**src/rtl/mem_port_arbiter_pkg.sv**
```systemverilog
// Shared types for the unified memory port arbiter.
// Width codes follow the main decoder's R_Width/W_Width encoding.
package mem_port_arbiter_pkg;

  localparam logic [1:0] WIDTH_WORD = 2'd0;
  localparam logic [1:0] WIDTH_HALF = 2'd1;
  localparam logic [1:0] WIDTH_BYTE = 2'd2;

  localparam int STREAK_W = 4;

  typedef enum logic [2:0] {
    IDLE,
    BUSY_D,
    BUSY_I,
    RESP_D,
    RESP_I
  } arb_state_e;

  function automatic logic [STREAK_W-1:0] sat_inc(
    input logic [STREAK_W-1:0] v,
    input logic [STREAK_W-1:0] lim
  );
    return (v >= lim) ? lim : v + 1'b1;
  endfunction

endpackage

```
**src/rtl/mem_port_arbiter_if.sv**
```systemverilog
// Requester and memory-side signals of the port arbiter.
// slave = arbiter side, master = pipeline stages plus memory model.
interface mem_port_arbiter_if #(
  parameter int ADDR_W = 32
);

  logic              IF_Req;
  logic [ADDR_W-1:0] IF_Addr;
  logic              IF_Ack;
  logic [31:0]       IF_RData;
  logic              IF_Stall;

  logic              DM_Req;
  logic              DM_Write;
  logic [1:0]        DM_Width;
  logic [ADDR_W-1:0] DM_Addr;
  logic [31:0]       DM_WData;
  logic              DM_Ack;
  logic [31:0]       DM_RData;
  logic              DM_Stall;
  logic              DM_Fault;

  logic              Mem_Req;
  logic              Mem_We;
  logic [ADDR_W-1:0] Mem_Addr;
  logic [3:0]        Mem_ByteEn;
  logic [31:0]       Mem_WData;
  logic              Mem_Ready;
  logic [31:0]       Mem_RData;

  modport slave (
    input  IF_Req, IF_Addr,
    output IF_Ack, IF_RData, IF_Stall,
    input  DM_Req, DM_Write, DM_Width,
    input  DM_Addr, DM_WData,
    output DM_Ack, DM_RData, DM_Stall,
    output DM_Fault,
    output Mem_Req, Mem_We, Mem_Addr,
    output Mem_ByteEn, Mem_WData,
    input  Mem_Ready, Mem_RData
  );

  modport master (
    output IF_Req, IF_Addr,
    input  IF_Ack, IF_RData, IF_Stall,
    output DM_Req, DM_Write, DM_Width,
    output DM_Addr, DM_WData,
    input  DM_Ack, DM_RData, DM_Stall,
    input  DM_Fault,
    input  Mem_Req, Mem_We, Mem_Addr,
    input  Mem_ByteEn, Mem_WData,
    output Mem_Ready, Mem_RData
  );

endinterface

```
**src/rtl/mem_lane_align.sv**
```systemverilog
// Byte-lane steering: enables, store replication, load extract.
// Little-endian lanes; width code 3 is always misaligned.
module mem_lane_align
  import mem_port_arbiter_pkg::*;
(
  input  logic [1:0]  width,
  input  logic [1:0]  addr_lo,
  input  logic [31:0] wdata,
  input  logic [31:0] rword,
  output logic [3:0]  byte_en,
  output logic [31:0] wdata_al,
  output logic [31:0] rdata_ext,
  output logic        misalign
);

  logic [15:0] half_sel;
  logic [7:0]  byte_sel;

  always_comb begin
    half_sel  = addr_lo[1] ? rword[31:16]
                           : rword[15:0];
    byte_sel  = rword[{addr_lo, 3'b000} +: 8];
    byte_en   = '0;
    wdata_al  = '0;
    rdata_ext = '0;
    misalign  = 1'b0;
    case (width)
      WIDTH_WORD: begin
        byte_en   = 4'b1111;
        wdata_al  = wdata;
        rdata_ext = rword;
        misalign  = |addr_lo;
      end
      WIDTH_HALF: begin
        byte_en   = 4'b0011 << addr_lo;
        wdata_al  = {2{wdata[15:0]}};
        rdata_ext = {{16{half_sel[15]}},
                     half_sel};
        misalign  = addr_lo[0];
      end
      WIDTH_BYTE: begin
        byte_en   = 4'b0001 << addr_lo;
        wdata_al  = {4{wdata[7:0]}};
        rdata_ext = {{24{byte_sel[7]}},
                     byte_sel};
      end
      default: misalign = 1'b1;
    endcase
  end

endmodule

```
**src/rtl/mem_port_arbiter.sv**
```systemverilog
// IF/DM arbiter for one multi-cycle memory port with streak fairness.
// ARB_PERF_CNT_EN adds IF_StallCnt/DM_StallCnt stall counters.
module mem_port_arbiter
  import mem_port_arbiter_pkg::*;
#(
  parameter int ADDR_W       = 32,
  parameter int MAX_D_STREAK = 4
) (
  input  logic        Clk,
  input  logic        Reset,
`ifdef ARB_PERF_CNT_EN
  output logic [31:0] IF_StallCnt,
  output logic [31:0] DM_StallCnt,
`endif
  mem_port_arbiter_if.slave bus
);

  localparam logic [STREAK_W-1:0] MAX_S =
    STREAK_W'(MAX_D_STREAK);

  arb_state_e          state_q, state_d;
  logic [STREAK_W-1:0] streak_q, streak_d;
  logic                mem_req_q, mem_req_d;
  logic                mem_we_q, mem_we_d;
  logic [ADDR_W-1:0]   mem_addr_q, mem_addr_d;
  logic [3:0]          be_q, be_d;
  logic [31:0]         mem_wd_q, mem_wd_d;
  logic                if_ack_q, if_ack_d;
  logic [31:0]         if_rd_q, if_rd_d;
  logic                dm_ack_q, dm_ack_d;
  logic [31:0]         dm_rd_q, dm_rd_d;
  logic                dm_flt_q, dm_flt_d;
  logic [1:0]          dw_q, dw_d;
  logic [1:0]          dlo_q, dlo_d;
  logic                dwr_q, dwr_d;

  logic                grant_d, grant_i;
  logic [1:0]          la_width, la_lo;
  logic [3:0]          la_be;
  logic [31:0]         la_wd, la_rd;
  logic                la_mis;

  // Live DM fields at issue, latched ones for the load extract.
  assign la_width = (state_q == IDLE)
                  ? bus.DM_Width : dw_q;
  assign la_lo    = (state_q == IDLE)
                  ? bus.DM_Addr[1:0] : dlo_q;

  mem_lane_align u_align (
    .width     (la_width),
    .addr_lo   (la_lo),
    .wdata     (bus.DM_WData),
    .rword     (bus.Mem_RData),
    .byte_en   (la_be),
    .wdata_al  (la_wd),
    .rdata_ext (la_rd),
    .misalign  (la_mis)
  );

  assign grant_d = bus.DM_Req
                 & ~(bus.IF_Req
                 & (streak_q == MAX_S));
  assign grant_i = bus.IF_Req & ~grant_d;

  always_comb begin
    state_d    = state_q;
    streak_d   = streak_q;
    mem_req_d  = mem_req_q;
    mem_we_d   = mem_we_q;
    mem_addr_d = mem_addr_q;
    be_d       = be_q;
    mem_wd_d   = mem_wd_q;
    if_ack_d   = 1'b0;
    if_rd_d    = if_rd_q;
    dm_ack_d   = 1'b0;
    dm_rd_d    = dm_rd_q;
    dm_flt_d   = 1'b0;
    dw_d       = dw_q;
    dlo_d      = dlo_q;
    dwr_d      = dwr_q;
    unique case (state_q)
      IDLE: begin
        unique case (1'b1)
          grant_d: begin
            streak_d = bus.IF_Req
                     ? sat_inc(streak_q, MAX_S)
                     : '0;
            dw_d  = bus.DM_Width;
            dlo_d = bus.DM_Addr[1:0];
            dwr_d = bus.DM_Write;
            if (la_mis) begin
              state_d  = RESP_D;
              dm_ack_d = 1'b1;
              dm_flt_d = 1'b1;
              dm_rd_d  = '0;
            end else begin
              state_d    = BUSY_D;
              mem_req_d  = 1'b1;
              mem_we_d   = bus.DM_Write;
              mem_addr_d = {bus.DM_Addr[ADDR_W-1:2],
                            2'b00};
              be_d       = la_be;
              mem_wd_d   = la_wd;
            end
          end
          grant_i: begin
            streak_d   = '0;
            state_d    = BUSY_I;
            mem_req_d  = 1'b1;
            mem_we_d   = 1'b0;
            mem_addr_d = {bus.IF_Addr[ADDR_W-1:2],
                          2'b00};
            be_d       = 4'b1111;
            mem_wd_d   = '0;
          end
          default: streak_d = '0;
        endcase
      end
      BUSY_D, BUSY_I: begin
        if (bus.Mem_Ready) begin
          mem_req_d  = 1'b0;
          mem_we_d   = 1'b0;
          mem_addr_d = '0;
          be_d       = '0;
          mem_wd_d   = '0;
          if (state_q == BUSY_D) begin
            state_d  = RESP_D;
            dm_ack_d = 1'b1;
            dm_rd_d  = dwr_q ? '0 : la_rd;
          end else begin
            state_d  = RESP_I;
            if_ack_d = 1'b1;
            if_rd_d  = bus.Mem_RData;
          end
        end
      end
      RESP_D, RESP_I: state_d = IDLE;
      default:        state_d = IDLE;
    endcase
  end

  always_ff @(posedge Clk or posedge Reset) begin
    if (Reset) begin
      state_q    <= IDLE;
      streak_q   <= '0;
      mem_req_q  <= 1'b0;
      mem_we_q   <= 1'b0;
      mem_addr_q <= '0;
      be_q       <= '0;
      mem_wd_q   <= '0;
      if_ack_q   <= 1'b0;
      if_rd_q    <= '0;
      dm_ack_q   <= 1'b0;
      dm_rd_q    <= '0;
      dm_flt_q   <= 1'b0;
      dw_q       <= '0;
      dlo_q      <= '0;
      dwr_q      <= 1'b0;
    end else begin
      state_q    <= state_d;
      streak_q   <= streak_d;
      mem_req_q  <= mem_req_d;
      mem_we_q   <= mem_we_d;
      mem_addr_q <= mem_addr_d;
      be_q       <= be_d;
      mem_wd_q   <= mem_wd_d;
      if_ack_q   <= if_ack_d;
      if_rd_q    <= if_rd_d;
      dm_ack_q   <= dm_ack_d;
      dm_rd_q    <= dm_rd_d;
      dm_flt_q   <= dm_flt_d;
      dw_q       <= dw_d;
      dlo_q      <= dlo_d;
      dwr_q      <= dwr_d;
    end
  end

  assign bus.IF_Ack     = if_ack_q;
  assign bus.IF_RData   = if_rd_q;
  assign bus.IF_Stall   = bus.IF_Req & ~if_ack_q;
  assign bus.DM_Ack     = dm_ack_q;
  assign bus.DM_RData   = dm_rd_q;
  assign bus.DM_Stall   = bus.DM_Req & ~dm_ack_q;
  assign bus.DM_Fault   = dm_flt_q;
  assign bus.Mem_Req    = mem_req_q;
  assign bus.Mem_We     = mem_we_q;
  assign bus.Mem_Addr   = mem_addr_q;
  assign bus.Mem_ByteEn = be_q;
  assign bus.Mem_WData  = mem_wd_q;

`ifdef ARB_PERF_CNT_EN
  always_ff @(posedge Clk or posedge Reset) begin
    if (Reset) begin
      IF_StallCnt <= '0;
      DM_StallCnt <= '0;
    end else begin
      if (bus.IF_Stall)
        IF_StallCnt <= IF_StallCnt + 32'd1;
      if (bus.DM_Stall)
        DM_StallCnt <= DM_StallCnt + 32'd1;
    end
  end
`endif

endmodule

```
**src/flat_wrapper.sv**
```systemverilog
// flat-port wrapper written by rule: the top's interface ports become plain ports
module mem_port_arbiter_flat import mem_port_arbiter_pkg::*;
#(
  parameter int ADDR_W       = 32,
  parameter int MAX_D_STREAK = 4
)
  (Clk, Reset, bus_IF_Req, bus_IF_Addr, bus_IF_Ack, bus_IF_RData, bus_IF_Stall, bus_DM_Req, bus_DM_Write, bus_DM_Width, bus_DM_Addr, bus_DM_WData, bus_DM_Ack, bus_DM_RData, bus_DM_Stall, bus_DM_Fault, bus_Mem_Req, bus_Mem_We, bus_Mem_Addr, bus_Mem_ByteEn, bus_Mem_WData, bus_Mem_Ready, bus_Mem_RData);
  mem_port_arbiter_if #(.ADDR_W(ADDR_W)) bus_i ();
  input  logic Clk;
  input  logic Reset;
  input wire logic [$bits(bus_i.IF_Req)-1:0] bus_IF_Req;
  input wire logic [$bits(bus_i.IF_Addr)-1:0] bus_IF_Addr;
  output wire logic [$bits(bus_i.IF_Ack)-1:0] bus_IF_Ack;
  output wire logic [$bits(bus_i.IF_RData)-1:0] bus_IF_RData;
  output wire logic [$bits(bus_i.IF_Stall)-1:0] bus_IF_Stall;
  input wire logic [$bits(bus_i.DM_Req)-1:0] bus_DM_Req;
  input wire logic [$bits(bus_i.DM_Write)-1:0] bus_DM_Write;
  input wire logic [$bits(bus_i.DM_Width)-1:0] bus_DM_Width;
  input wire logic [$bits(bus_i.DM_Addr)-1:0] bus_DM_Addr;
  input wire logic [$bits(bus_i.DM_WData)-1:0] bus_DM_WData;
  output wire logic [$bits(bus_i.DM_Ack)-1:0] bus_DM_Ack;
  output wire logic [$bits(bus_i.DM_RData)-1:0] bus_DM_RData;
  output wire logic [$bits(bus_i.DM_Stall)-1:0] bus_DM_Stall;
  output wire logic [$bits(bus_i.DM_Fault)-1:0] bus_DM_Fault;
  output wire logic [$bits(bus_i.Mem_Req)-1:0] bus_Mem_Req;
  output wire logic [$bits(bus_i.Mem_We)-1:0] bus_Mem_We;
  output wire logic [$bits(bus_i.Mem_Addr)-1:0] bus_Mem_Addr;
  output wire logic [$bits(bus_i.Mem_ByteEn)-1:0] bus_Mem_ByteEn;
  output wire logic [$bits(bus_i.Mem_WData)-1:0] bus_Mem_WData;
  input wire logic [$bits(bus_i.Mem_Ready)-1:0] bus_Mem_Ready;
  input wire logic [$bits(bus_i.Mem_RData)-1:0] bus_Mem_RData;
  assign bus_i.IF_Req = bus_IF_Req;
  assign bus_i.IF_Addr = bus_IF_Addr;
  assign bus_IF_Ack = bus_i.IF_Ack;
  assign bus_IF_RData = bus_i.IF_RData;
  assign bus_IF_Stall = bus_i.IF_Stall;
  assign bus_i.DM_Req = bus_DM_Req;
  assign bus_i.DM_Write = bus_DM_Write;
  assign bus_i.DM_Width = bus_DM_Width;
  assign bus_i.DM_Addr = bus_DM_Addr;
  assign bus_i.DM_WData = bus_DM_WData;
  assign bus_DM_Ack = bus_i.DM_Ack;
  assign bus_DM_RData = bus_i.DM_RData;
  assign bus_DM_Stall = bus_i.DM_Stall;
  assign bus_DM_Fault = bus_i.DM_Fault;
  assign bus_Mem_Req = bus_i.Mem_Req;
  assign bus_Mem_We = bus_i.Mem_We;
  assign bus_Mem_Addr = bus_i.Mem_Addr;
  assign bus_Mem_ByteEn = bus_i.Mem_ByteEn;
  assign bus_Mem_WData = bus_i.Mem_WData;
  assign bus_i.Mem_Ready = bus_Mem_Ready;
  assign bus_i.Mem_RData = bus_Mem_RData;
  mem_port_arbiter #(.ADDR_W(ADDR_W), .MAX_D_STREAK(MAX_D_STREAK)) u_core (.Clk(Clk), .Reset(Reset), .bus(bus_i));
endmodule
```
**config.mk**
```make
export PLATFORM = sky130hd
export DESIGN_NAME = mem_port_arbiter_flat
export DESIGN_NICKNAME = d
export VERILOG_FILES = /design/src/rtl/mem_port_arbiter_pkg.sv /design/src/rtl/mem_port_arbiter_if.sv /design/src/rtl/mem_lane_align.sv /design/src/rtl/mem_port_arbiter.sv /design/src/flat_wrapper.sv
export SDC_FILE = /design/constraint.sdc
export NUM_CORES = 1
export LEC_CHECK = 0
export CAP_MARGIN = 20
export CORE_ASPECT_RATIO = 1.75
export CORE_MARGIN = 2
export CORE_UTILIZATION = 30
export DETAILED_ROUTE_END_ITERATION = 6
export GPL_ROUTABILITY_DRIVEN = 0
export SETUP_SLACK_MARGIN = 0.1
export SYNTH_ARGS = -nofsm -noshare
export SYNTH_HDL_FRONTEND = slang
export SYNTH_SLANG_ARGS = --single-unit
```
**constraint.sdc**
```tcl
create_clock -name Clk -period 7.3 [get_ports Clk]
set_input_delay 0.73 -clock Clk [delete_from_list [all_inputs] [get_ports Clk]]
set_output_delay 0.73 -clock Clk [all_outputs]
set_load 0.05 [all_outputs]
```
---- Word level (Yosys, flattened, before mapping) ----
Index checks and enable logic that the tools add are counted.
word-level totals
  word-level logic and storage cells ...... 99
  register bits after elaboration ......... 149
  bits of input ports ..................... 136
cells by class
  bitwise gates (word level) .............. 10
  add/subtract/negate cells ............... 1
  shifts and indexed selects .............. 3
  muxes and demuxes ....................... 48
  magnitude comparators ................... 1
  eq/ne operators ......................... 11
  reductions and logical operators ........ 10
operator list
  cell                                                                                 count
  32-bit one-hot mux with 2 select lines                                               5
  32-bit 2-to-1 mux                                                                    8
  32-bit one-hot mux with 3 select lines                                               2
  32-bit by 6-bit indexed part select with 8-bit output                                1
  4-bit 2-to-1 mux                                                                     5
  16-bit 2-to-1 mux                                                                    1
  4-bit one-hot mux with 2 select lines                                                2
  3-bit one-hot mux with 2 select lines                                                2
  4-bit one-hot mux with 3 select lines                                                1
  1-bit 2-to-1 mux                                                                     11
  1-bit one-hot mux with 2 select lines                                                5
  2-bit 2-to-1 mux                                                                     3
  3-bit 2-to-1 mux                                                                     2
  2-bit by 1-bit inequality test with 1-bit output, second input constant              3
  1-bit bitwise AND                                                                    5
  1-bit NOT                                                                            5
  5-bit AND reduction                                                                  1
  4-bit by 1-bit adder with 4-bit output, second input constant                        1
  4-bit by 3-bit == test with 1-bit output, second input constant                      1
  4-bit by 3-bit greater-or-equal comparator with 1-bit output, second input constant  1
  2-bit AND reduction                                                                  2
  4-bit AND reduction                                                                  1
  2-bit OR reduction                                                                   2
  1-bit by 2-bit left shift with 4-bit output, first input constant                    1
  13 further kinds                                                                     13

---- Depth between registers and ports, before layout ----
Gate-level depths: netlist (run 1).
  depth in word-level cells ............... 8
  gate-level depth with buffers ........... 12
  gate-level depth less buffers ........... 9

---- Cells and area by module ----
A second synthesis (run 1) with hierarchy kept.
second synthesis, totals
  cell total of the unflattened synthesis .. 695
  area, all modules ....................... 7,439.6 um^2
modules (own cells, without submodules)
  module            area each (um^2)  cells an instance  seq. area each (um^2)  instances
  mem_port_arbiter  6,049.6           480                3,678.5                1
  mem_lane_align    1,390.1           215                0.0                    1

---- Worst setup path before layout (run 1) ----
No wires, ideal clock.
  path type ............................... flip-flop to flip-flop
  from .................................... register u_core.state_q[0]
  to ...................................... register u_core.mem_wd_q[0], in the netlist u_core.bus.Mem_WData[0]
  slack ................................... 4.604 ns
  required time ........................... 7.232 ns
  arrival ................................. 2.628 ns
  cell stages (with the launch flop) ...... 13
  path buffers ............................ 3
  library setup time ...................... 0.068 ns
  cells stage by stage .................... dfrtp_1 -> or3_1 -> buf_2 -> nand2_1 -> nand2_1 -> inv_1 -> ha_1 -> clkbuf_1 -> or2_2 -> buf_1 -> nor2_1 -> nor4_2 -> a22o_1
on the way
  word-level cells in the longest chain between the ends .. 7
  elaborated cells on any way between the ends .. 20
RTL lines
  element                                 RTL line                                                                source
  start, declared                         mem_port_arbiter.sv:21                                                  arb_state_e state_q, state_d;
  start signal, assigned                  mem_port_arbiter.sv:160                                                 state_q <= state_d;
  3-bit zero test                         mem_port_arbiter.sv:44, mem_port_arbiter.sv:46, mem_port_arbiter.sv:81
  2-bit 2-to-1 mux                        mem_port_arbiter.sv:45                                                  ? bus.DM_Width : dw_q;
  2-bit == test (tied with other cells)   mem_lane_align.sv:27                                                    case (width)
  32-bit one-hot mux with 3 select lines  mem_lane_align.sv:27
  32-bit 2-to-1 mux                       mem_port_arbiter.sv:91                                                  if (la_mis) begin
  32-bit one-hot mux with 2 select lines  mem_port_arbiter.sv:83                                                  unique case (1'b1)
  32-bit one-hot mux with 2 select lines  mem_port_arbiter.sv:81                                                  unique case (state_q)
  end signal, assigned                    mem_port_arbiter.sv:166                                                 mem_wd_q <= mem_wd_d;
  end, declared                           mem_port_arbiter.sv:27                                                  logic [31:0] mem_wd_q, mem_wd_d;
Parallel ways exist; a longest one is shown, timed or not. The select of a mux whose other input is x is not followed.
A chain may end at the register's enable or synchronous reset.

---- Worst setup path after layout (run 1) ----
  from .................................... register u_core.state_q[0]
  to ...................................... register u_core.mem_wd_q[24], in the netlist u_core.bus.Mem_WData[24]
The elaborated chain is that of the path after synthesis.

==> Flow_metrics.wiki, run 1 <==
{| class="wikitable"
! Metric !! Value
|-
| Outcome || completed
|-
| Final Max Slew Viols || 0
|-
| Via count of the routed design || 5,752
|-
| Top-level I/O count || approximately 280
|-
| Cell family with most CP delay || simple AND/OR/NAND/NOR gates
|-
| Worst VDD drop || about 0.23 mV
|-
| Path type of the worst min-delay path || reg -> reg
|-
| Cell-internal power || 2.83 mW
|-
| Ordered list of cells on the worst path || or3_1 -> nand2_1 -> nand2_1 -> inv_1 -> ha_1 -> a21boi_4 -> o21a_1 -> or3_1 -> o2bb2ai_1
|-
| Normalized max-slew margin || a little over two fifths
|-
| Sequential share of the synthesized area || 53.1%
|-
| Capturing element type of the critical path || flip-flop
|-
| Routed Wire Length || around 23,000 um
|-
| Floorplan Core Area || around 23,000 um2
|-
| Power density over the cells || about 530 nW/um2
|-
| Total number of H-tree levels || 4
|-
| Switching share of power || around half
|-
| Number of buffer and inverter stages on the critical path || 1
|-
| Initial Utilization || 30.4%
|-
| Average cell area after synthesis || about 12 um2
|-
| Commonest cells after routing, fill and taps aside || 270 x sky130_fd_sc_hd__clkdlybuf4s50_1, 147 x sky130_fd_sc_hd__dfrtp_1, 74 x sky130_fd_sc_hd__o2bb2ai_1, 48 x sky130_fd_sc_hd__mux2_2, 33 x sky130_fd_sc_hd__nand2_1
|-
| Post-CTS Hold Buffers || 0
|-
| Share of cells above drive strength 1 || around an eighth
|-
| Clock period minus final worst setup slack || ~3.8 ns
|-
| Final global-route overflow total || 0
|-
| Total track usage || around a fifth
|-
| Place WS || approximately 3.5 ns
|-
| Final Total Pwr || 5.48 mW
|-
| Vias/cell || between 5 and 6
|-
| Type of the setup path with the least slack || reg -> reg
|-
| Final setup violating endpoints || 0
|-
| Mapped cell area || approximately 6900 um2
|-
| Number of inserted filler cells in the final layout || roughly 2,100
|-
| Global-route wire length before repair || between 30,000 and 40,000 um
|-
| Required time reported for the critical path endpoint || about 7.6 ns
|-
| Endpoints failing hold || 0
|-
| Slowest cell delay on critical path || slightly above 0.7 ns
|-
| Count of different cell masters after synthesis || 55
|-
| Number of antenna-violating nets in the routed design || 0
|-
| Router iterations before antenna repair || 6
|-
| Logic pwr share || approximately three fifths
|-
| Number of buffers inserted by port buffering || 270
|-
| Drc violations || 0
|-
| Die area || around 24,000 um2
|-
| Share of power burned in the clock network || around 16%
|-
| Number of flops mapped to enable cells by yosys || 0
|-
| Clk buf depth || 2
|-
| CP Launch Type || flip-flop
|-
| Flop pwr share || around a quarter
|-
| Post-CTS clock slew at the launch and capture registers of the worst setup and hold paths || roughly 0.060 ns
|-
| Number of design-rule violations left by the first detailed-router iteration || 214
|-
| Detailed-route wire length per cell || around 20 um
|-
| Antenna violations before repair || 1
|-
| Total of max-cap violations || 0
|-
| Max Clock Skew || around 0.008 ns
|-
| Reg2reg setup slack || 3.54 ns
|-
| Total number of yosys warnings || 0
|-
| Cell at the root of the clock tree || sky130_fd_sc_hd__clkbuf_16
|-
| Lkg Pwr || about 4.3 nW
|-
| Syn-to-layout area delta || 50.6%
|-
| Largest fanout on the critical path || 24
|-
| Clock tree from TritonCTS || yes
|-
| Share of synthesized registers carrying an async set or reset || 100%
|-
| Commonest register cell after synthesis || sky130_fd_sc_hd__dfrtp_1
|-
| Worst-Skew Late Latency || between 0.4 and 0.5 ns
|-
| Total net switching power || ~2.7 mW
|-
| Pin count of the biggest net entering global routing || 88
|-
| Commonest non-fill, non-tap cell in the layout || sky130_fd_sc_hd__clkdlybuf4s50_1
|-
| Chip Width || roughly 120 um
|-
| Number of sinks handled by clock tree synthesis || around 150
|-
| WP data arrival || 4.03 ns
|-
| Transition time of the tightest slew-check pin || around 0.86 ns
|-
| Die height || 205 um
|-
| Synthesized netlist cell count || between 500 and 600
|-
| Cells resized by post-CTS repair || 0
|-
| Hpwl dp || roughly 17,000 um
|-
| Post-route setup TNS || 0 ns
|-
| Via count of the first global-routing pass || between 6,000 and 7,000
|-
| Post-CTS setup buffer count || 0
|-
| Share of the clock period used by the worst path after layout || between 50 and 60%
|-
| Cts bufs inserted || 17
|-
| Row cnt || 73
|-
| Max Freq || around 0.27 GHz
|-
| RSZ-0062 raised after global routing || false
|-
| Post-layout worst setup margin || about 3.5 ns
|-
| Final core utilization || a little under half
|-
| Total of flip-flops plus latches after synthesis || between 100 and 150
|-
| Layout Nets || about 960
|-
| Max stage delay cell, worst path || sky130_fd_sc_hd__or3_1
|}
==> area by class of cell <==
class	instances	area, um2	area share [%]
Antenna cell	1	2.50	0.0240
Clock buffer	24	492	4.72
Clock inverter	8	98.8	0.948
Inverter	9	38.8	0.372
Multi-Input combinational cell	361	2990	28.6
Sequential cell	147	3680	35.3
Tap cell	300	375	3.60
Timing Repair Buffer	277	2760	26.4
==> state kept, by name, indices dropped and copies added, names as in the netlist, 3 cells and up <==
name / flops
u_core.streak_q: 4
u_core.state_q: 3
u_core.bus.IF_RData: 32
u_core.bus.Mem_WData: 32
u_core.bus.Mem_Addr: 30
u_core.bus.DM_RData: 32
u_core.bus.Mem_ByteEn: 4
==> power by group through the flow <==
stage                     Combinational, mW  Sequential (mW)  Clock (mW)
final                                  3.25             1.35       0.883
after global routing                   3.44             1.39       0.942
after CTS                              3.29             1.35       0.911
after floorplan                        1.26             2.33           0
after global placement                 3.27             1.35           0
after detailed placement               3.28             1.36           0
==> path summary, 6_finish.rpt <==
| path | startpoint | to | cells after the start |
|---|---|---|---|
| worst min-delay path | u_core.bus.DM_RData[19] | u_core.bus.DM_RData[19] | 1 |
| min in group asynchronous | Reset | u_core.bus.Mem_WData[19] | 2 |
| worst max-delay path | u_core.state_q[0] | u_core.bus.Mem_WData[24] | 9 |
| max in group asynchronous | Reset | u_core.bus.Mem_WData[21] | 3 |
| worst max register to register | u_core.state_q[0] | u_core.bus.Mem_WData[24] | 9 |
| worst min register to register | u_core.bus.DM_RData[19] | u_core.bus.DM_RData[19] | 1 |
==> through the flow <==
stage / hold slack [ns] / instances / cell area (um2)
floorplan: 0.479 / 564 / 6930
global placement: 0.463 / 1094 / 9830
detailed placement: 0.466 / 1094 / 9830
CTS: 0.480 / 1126 / 10400
global route: 0.490 / 1127 / 10400
finish: 0.477 / 1127 / 10400
==> cells in the mapped netlist, types with 2 or more instances <==
master	instances	area, um2
sky130_fd_sc_hd__a21o_1	15	113
sky130_fd_sc_hd__a21o_2	3	26.3
sky130_fd_sc_hd__a21oi_1	22	110
sky130_fd_sc_hd__a221oi_1	9	78.8
sky130_fd_sc_hd__a222oi_1	7	70.1
sky130_fd_sc_hd__a22o_1	17	149
sky130_fd_sc_hd__a22oi_1	8	60.1
sky130_fd_sc_hd__a31oi_1	19	119
sky130_fd_sc_hd__and2_1	3	18.8
sky130_fd_sc_hd__buf_1	2	7.51
sky130_fd_sc_hd__buf_2	17	85.1
sky130_fd_sc_hd__buf_4	2	15.0
sky130_fd_sc_hd__buf_6	4	45.0
sky130_fd_sc_hd__clkbuf_1	21	78.8
sky130_fd_sc_hd__dfrtp_1	147	3680
sky130_fd_sc_hd__ha_1	8	100
sky130_fd_sc_hd__inv_1	9	33.8
sky130_fd_sc_hd__mux2_2	48	541
sky130_fd_sc_hd__mux2i_1	32	320
sky130_fd_sc_hd__mux4_2	2	45.0
sky130_fd_sc_hd__nand2_1	34	128
sky130_fd_sc_hd__nand3_1	2	10.0
sky130_fd_sc_hd__nand3b_1	4	30.0
sky130_fd_sc_hd__nor2_1	11	41.3
sky130_fd_sc_hd__nor2b_1	6	37.5
sky130_fd_sc_hd__nor3_1	2	10.0
sky130_fd_sc_hd__nor3b_1	2	15.0
sky130_fd_sc_hd__nor4_1	2	12.5
sky130_fd_sc_hd__o211ai_1	2	15.0
sky130_fd_sc_hd__o21ai_0	3	15.0
sky130_fd_sc_hd__o22ai_1	2	12.5
sky130_fd_sc_hd__o2bb2ai_1	74	648
sky130_fd_sc_hd__or3_1	2	12.5
==> logic make-up after synthesis <==
logic type      Yosys count  share of synthesized area [%]
compound gates          192                           22.3
fa+ha+maj                 8                           1.45
buf+inv                  56                           4.12
flops                   147                           53.1
mux                      83                           13.3
other cells               1                         0.0542
simple gates             76                           5.66
==> routing by layer <==
metal  vias to the layer above  part of all wire, %  GRT usage, %
met1                      2845                   38          21.0
met2                       219                   52          33.1
li1                       2650                    -             -
met3                        38                  6.5          5.57
met5                         -                    0             0
met4                         0                  3.2          9.14
Power figures use the tool's default switching activity.
==> inputs of run 2 (changes only) <==
==> constraint.sdc (replaced) <==
create_clock -name Clk -period 3.6 [get_ports Clk]
set_input_delay 0.36 -clock Clk [delete_from_list [all_inputs] [get_ports Clk]]
set_output_delay 0.36 -clock Clk [all_outputs]
set_load 0.05 [all_outputs]
==> run 2 against run 1 <==
Non-clock buffer count up 9; final cell count up 0.53%; sequential share of layout area shrank 0.48 points; worst setup slack got worse by 2.8 ns; first-iteration DRC count fell by 1.9%; sequential power rose by 99%; routed wire length increased by 2.1%; largest cell class unchanged.
==> Flow_metrics.wiki, run 2 (same netlist as run 1, synthesis figures left out) <==
{| class="wikitable"
! Metric !! Value
|-
| Outcome || completed (unchanged)
|-
| Power density over the cells || 1080 nW/um2 (was 526 nW/um2)
|-
| Final global-route overflow total || 0 (unchanged)
|-
| Endpoints failing hold || 0 (unchanged)
|-
| Chip Width || 119 um (unchanged)
|-
| Cells resized by post-CTS repair || 0 (unchanged)
|-
| Total track usage || 19.3% (was 19.0%)
|-
| Number of cells on the worst reg-to-reg path || 9 (unchanged)
|-
| RSZ-0062 raised after global routing || false (unchanged)
|-
| Die area || 24,400 um2 (unchanged)
|-
| Total number of H-tree levels || 4 (unchanged)
|-
| Cell at the root of the clock tree || sky130_fd_sc_hd__clkbuf_16 (unchanged)
|-
| Drc violations || 0 (unchanged)
|-
| Required time reported for the critical path endpoint || 3.87 ns (was 7.57 ns)
|-
| Cts bufs inserted || 17 (unchanged)
|-
| Post-CTS Hold Buffers || 0 (unchanged)
|-
| WP data arrival || 3.16 ns (was 4.03 ns)
|-
| Commonest cells after routing, fill and taps aside || 270 x sky130_fd_sc_hd__clkdlybuf4s50_1, 147 x sky130_fd_sc_hd__dfrtp_1, 74 x sky130_fd_sc_hd__o2bb2ai_1, 48 x sky130_fd_sc_hd__mux2_2, 33 x sky130_fd_sc_hd__nand2_1 (unchanged)
|-
| Via count of the first global-routing pass || 5,968 (was 6,066)
|-
| Post-CTS setup buffer count || 0 (unchanged)
|-
| Largest fanout on the critical path || 24 (unchanged)
|-
| Global-route wire length before repair || 35,700 um (was 35,200 um)
|-
| Transition time of the tightest slew-check pin || 1.04 ns (was 0.864 ns)
|-
| Max Clock Skew || 0.00847 ns (was 0.00824 ns)
|-
| Post-route setup TNS || 0 ns (unchanged)
|-
| Final Max Slew Viols || 0 (unchanged)
|-
| Reg2reg setup slack || 0.71 ns (was 3.54 ns)
|-
| Clock tree from TritonCTS || yes (unchanged)
|-
| Number of antenna-violating nets in the routed design || 0 (unchanged)
|-
| Final core utilization || 46.5% (was 45.8%)
|-
| RR Endpoint || u_core.bus.Mem_WData[28] (was u_core.bus.Mem_WData[24])
|-
| Final setup violating endpoints || 0 (unchanged)
|-
| Capturing element type of the critical path || flip-flop (unchanged)
|-
| Post-CTS clock slew at the launch and capture registers of the worst setup and hold paths || 0.06 ns (about the same)
|-
| Number of design-rule violations left by the first detailed-router iteration || 210 (was 214)
|-
| Total of max-cap violations || 0 (unchanged)
|-
| CP Launch Type || flip-flop (unchanged)
|-
| Floorplan Core Area || 22,700 um2 (unchanged)
|-
| Max Freq || 0.346 GHz (was 0.266 GHz)
|-
| Lkg Pwr || 4.41 nW (was 4.33 nW)
|-
| Number of sinks handled by clock tree synthesis || 147 (unchanged)
|-
| Detailed-route wire length per cell || 20.7 um (was 20.3 um)
|-
| Number of buffers inserted by port buffering || 270 (unchanged)
|-
| Router iterations before antenna repair || 5 (was 6)
|-
| Row cnt || 73 (unchanged)
|-
| Worst VDD drop || 0.552 mV (was 0.228 mV)
|-
| Commonest non-fill, non-tap cell in the layout || sky130_fd_sc_hd__clkdlybuf4s50_1 (unchanged)
|-
| Critical register-to-register path startpoint || u_core.state_q[0] (unchanged)
|-
| Clk buf depth || 2 (unchanged)
|-
| Type of the setup path with the least slack || reg -> reg (unchanged)
|-
| Routed Wire Length || 23,400 um (was 22,900 um)
|-
| Initial Utilization || 30.4% (unchanged)
|-
| N_diodes || 0 (was 1)
|-
| Antenna violations before repair || 0 (was 1)
|-
| Normalized max-slew margin || 30.4% (was 42.4%)
|-
| Pin count of the biggest net entering global routing || 148 (was 88)
|-
| Share of the clock period used by the worst path after layout || 80.4% (was 51.4%)
|-
| Vias/cell || 5.09 (was 5.10)
|-
| Top-level I/O count || 275 (unchanged)
|-
| Via count of the routed design || 5,766 (was 5,752)
|-
| Path type of the worst min-delay path || in -> async (was reg -> reg)
|-
| Hpwl dp || 16,700 um (was 16,600 um)
|-
| Syn-to-layout area delta || 52.7% (was 50.6%)
|-
| Worst-Skew Late Latency || 0.43 ns (about the same)
|-
| Share of cells above drive strength 1 || 13.7% (was 12.6%)
|-
| Die height || 205 um (unchanged)
|-
| Layout Nets || 966 (was 957)
|-
| Clock period minus final worst setup slack || 2.89 ns (was 3.76 ns)
|}
run 2: area by class of cell:
| cell class | count | area (um2) |
|---|---|---|
| clock inverter | 10 | 180 |
| clock buffer | 20 | 467 |
| multi-input combinational | 361 | 2990 |
| sequential | 147 | 3680 |
| tap | 300 | 375 |
| timing repair buffer | 286 | 2850 |
| inverter | 9 | 37.5 |
| fill | 2112 | 12200 |
run 2: power by group:
group | internal (mW) | switching [mW] | leakage [nW]
sequential | 2.31 | 0.364 | 1.91
clock | 1.27 | 0.695 | 0.314
combinational | 2.42 | 4.36 | 2.18
run 2: how the worst max path moves through the flow:
stage / depth (start not counted) / from / slack [ns] / end
final: 9 / u_core.state_q[0] / 0.71 / u_core.bus.Mem_WData[28]
after CTS: 10 / u_core.state_q[0] / 0.63 / u_core.bus.Mem_WData[0]
after global placement: 6 / bus_DM_Addr[0] / 0.51 / u_core.bus.Mem_WData[22]
after detailed placement: 6 / bus_DM_Addr[0] / 0.48 / u_core.bus.Mem_WData[28]
after global routing: 9 / u_core.state_q[0] / 0.53 / u_core.bus.Mem_WData[21]
after floorplan: 12 / u_core.state_q[0] / 0.90 / u_core.bus.Mem_WData[0]
run 2: worst max-delay path, cell delays in order, from the launching register on:
cell and delay [ns]:
sky130_fd_sc_hd__dfrtp_1 0.37, sky130_fd_sc_hd__or3_1 0.44, sky130_fd_sc_hd__nand2_1 0.10, sky130_fd_sc_hd__nand2_1 0.11, sky130_fd_sc_hd__inv_1 0.12, sky130_fd_sc_hd__ha_1 0.19
sky130_fd_sc_hd__a21boi_4 0.23, sky130_fd_sc_hd__o21a_1 0.25, sky130_fd_sc_hd__or3_1 0.76, sky130_fd_sc_hd__o2bb2ai_1 0.18
run 2: stage by stage:
| step | setup WS [ns] | cell area [um2] | cells | hold slack, ns | power [mW] |
|---|---|---|---|---|---|
| after floorplan | 0.904 | 6930 | 564 | 0.479 | 7.29 |
| after global placement | 0.508 | 9920 | 1103 | 0.462 | 9.48 |
| after detailed placement | 0.484 | 9920 | 1103 | 0.465 | 9.51 |
| after CTS | 0.629 | 10600 | 1133 | 0.479 | 11.5 |
| after global routing | 0.535 | 10600 | 1133 | 0.493 | 12.0 |
| final | 0.706 | 10600 | 1133 | 0.391 | 11.4 |
run 2: metal layers:
layer,wire length (um),GRT usage (%),vias up
li1,-,-,2662
met1,8760,21.0,2823
met2,12700,35.8,255
met3,1460,4.79,26
met4,464,6.85,0
met5,0,0,-
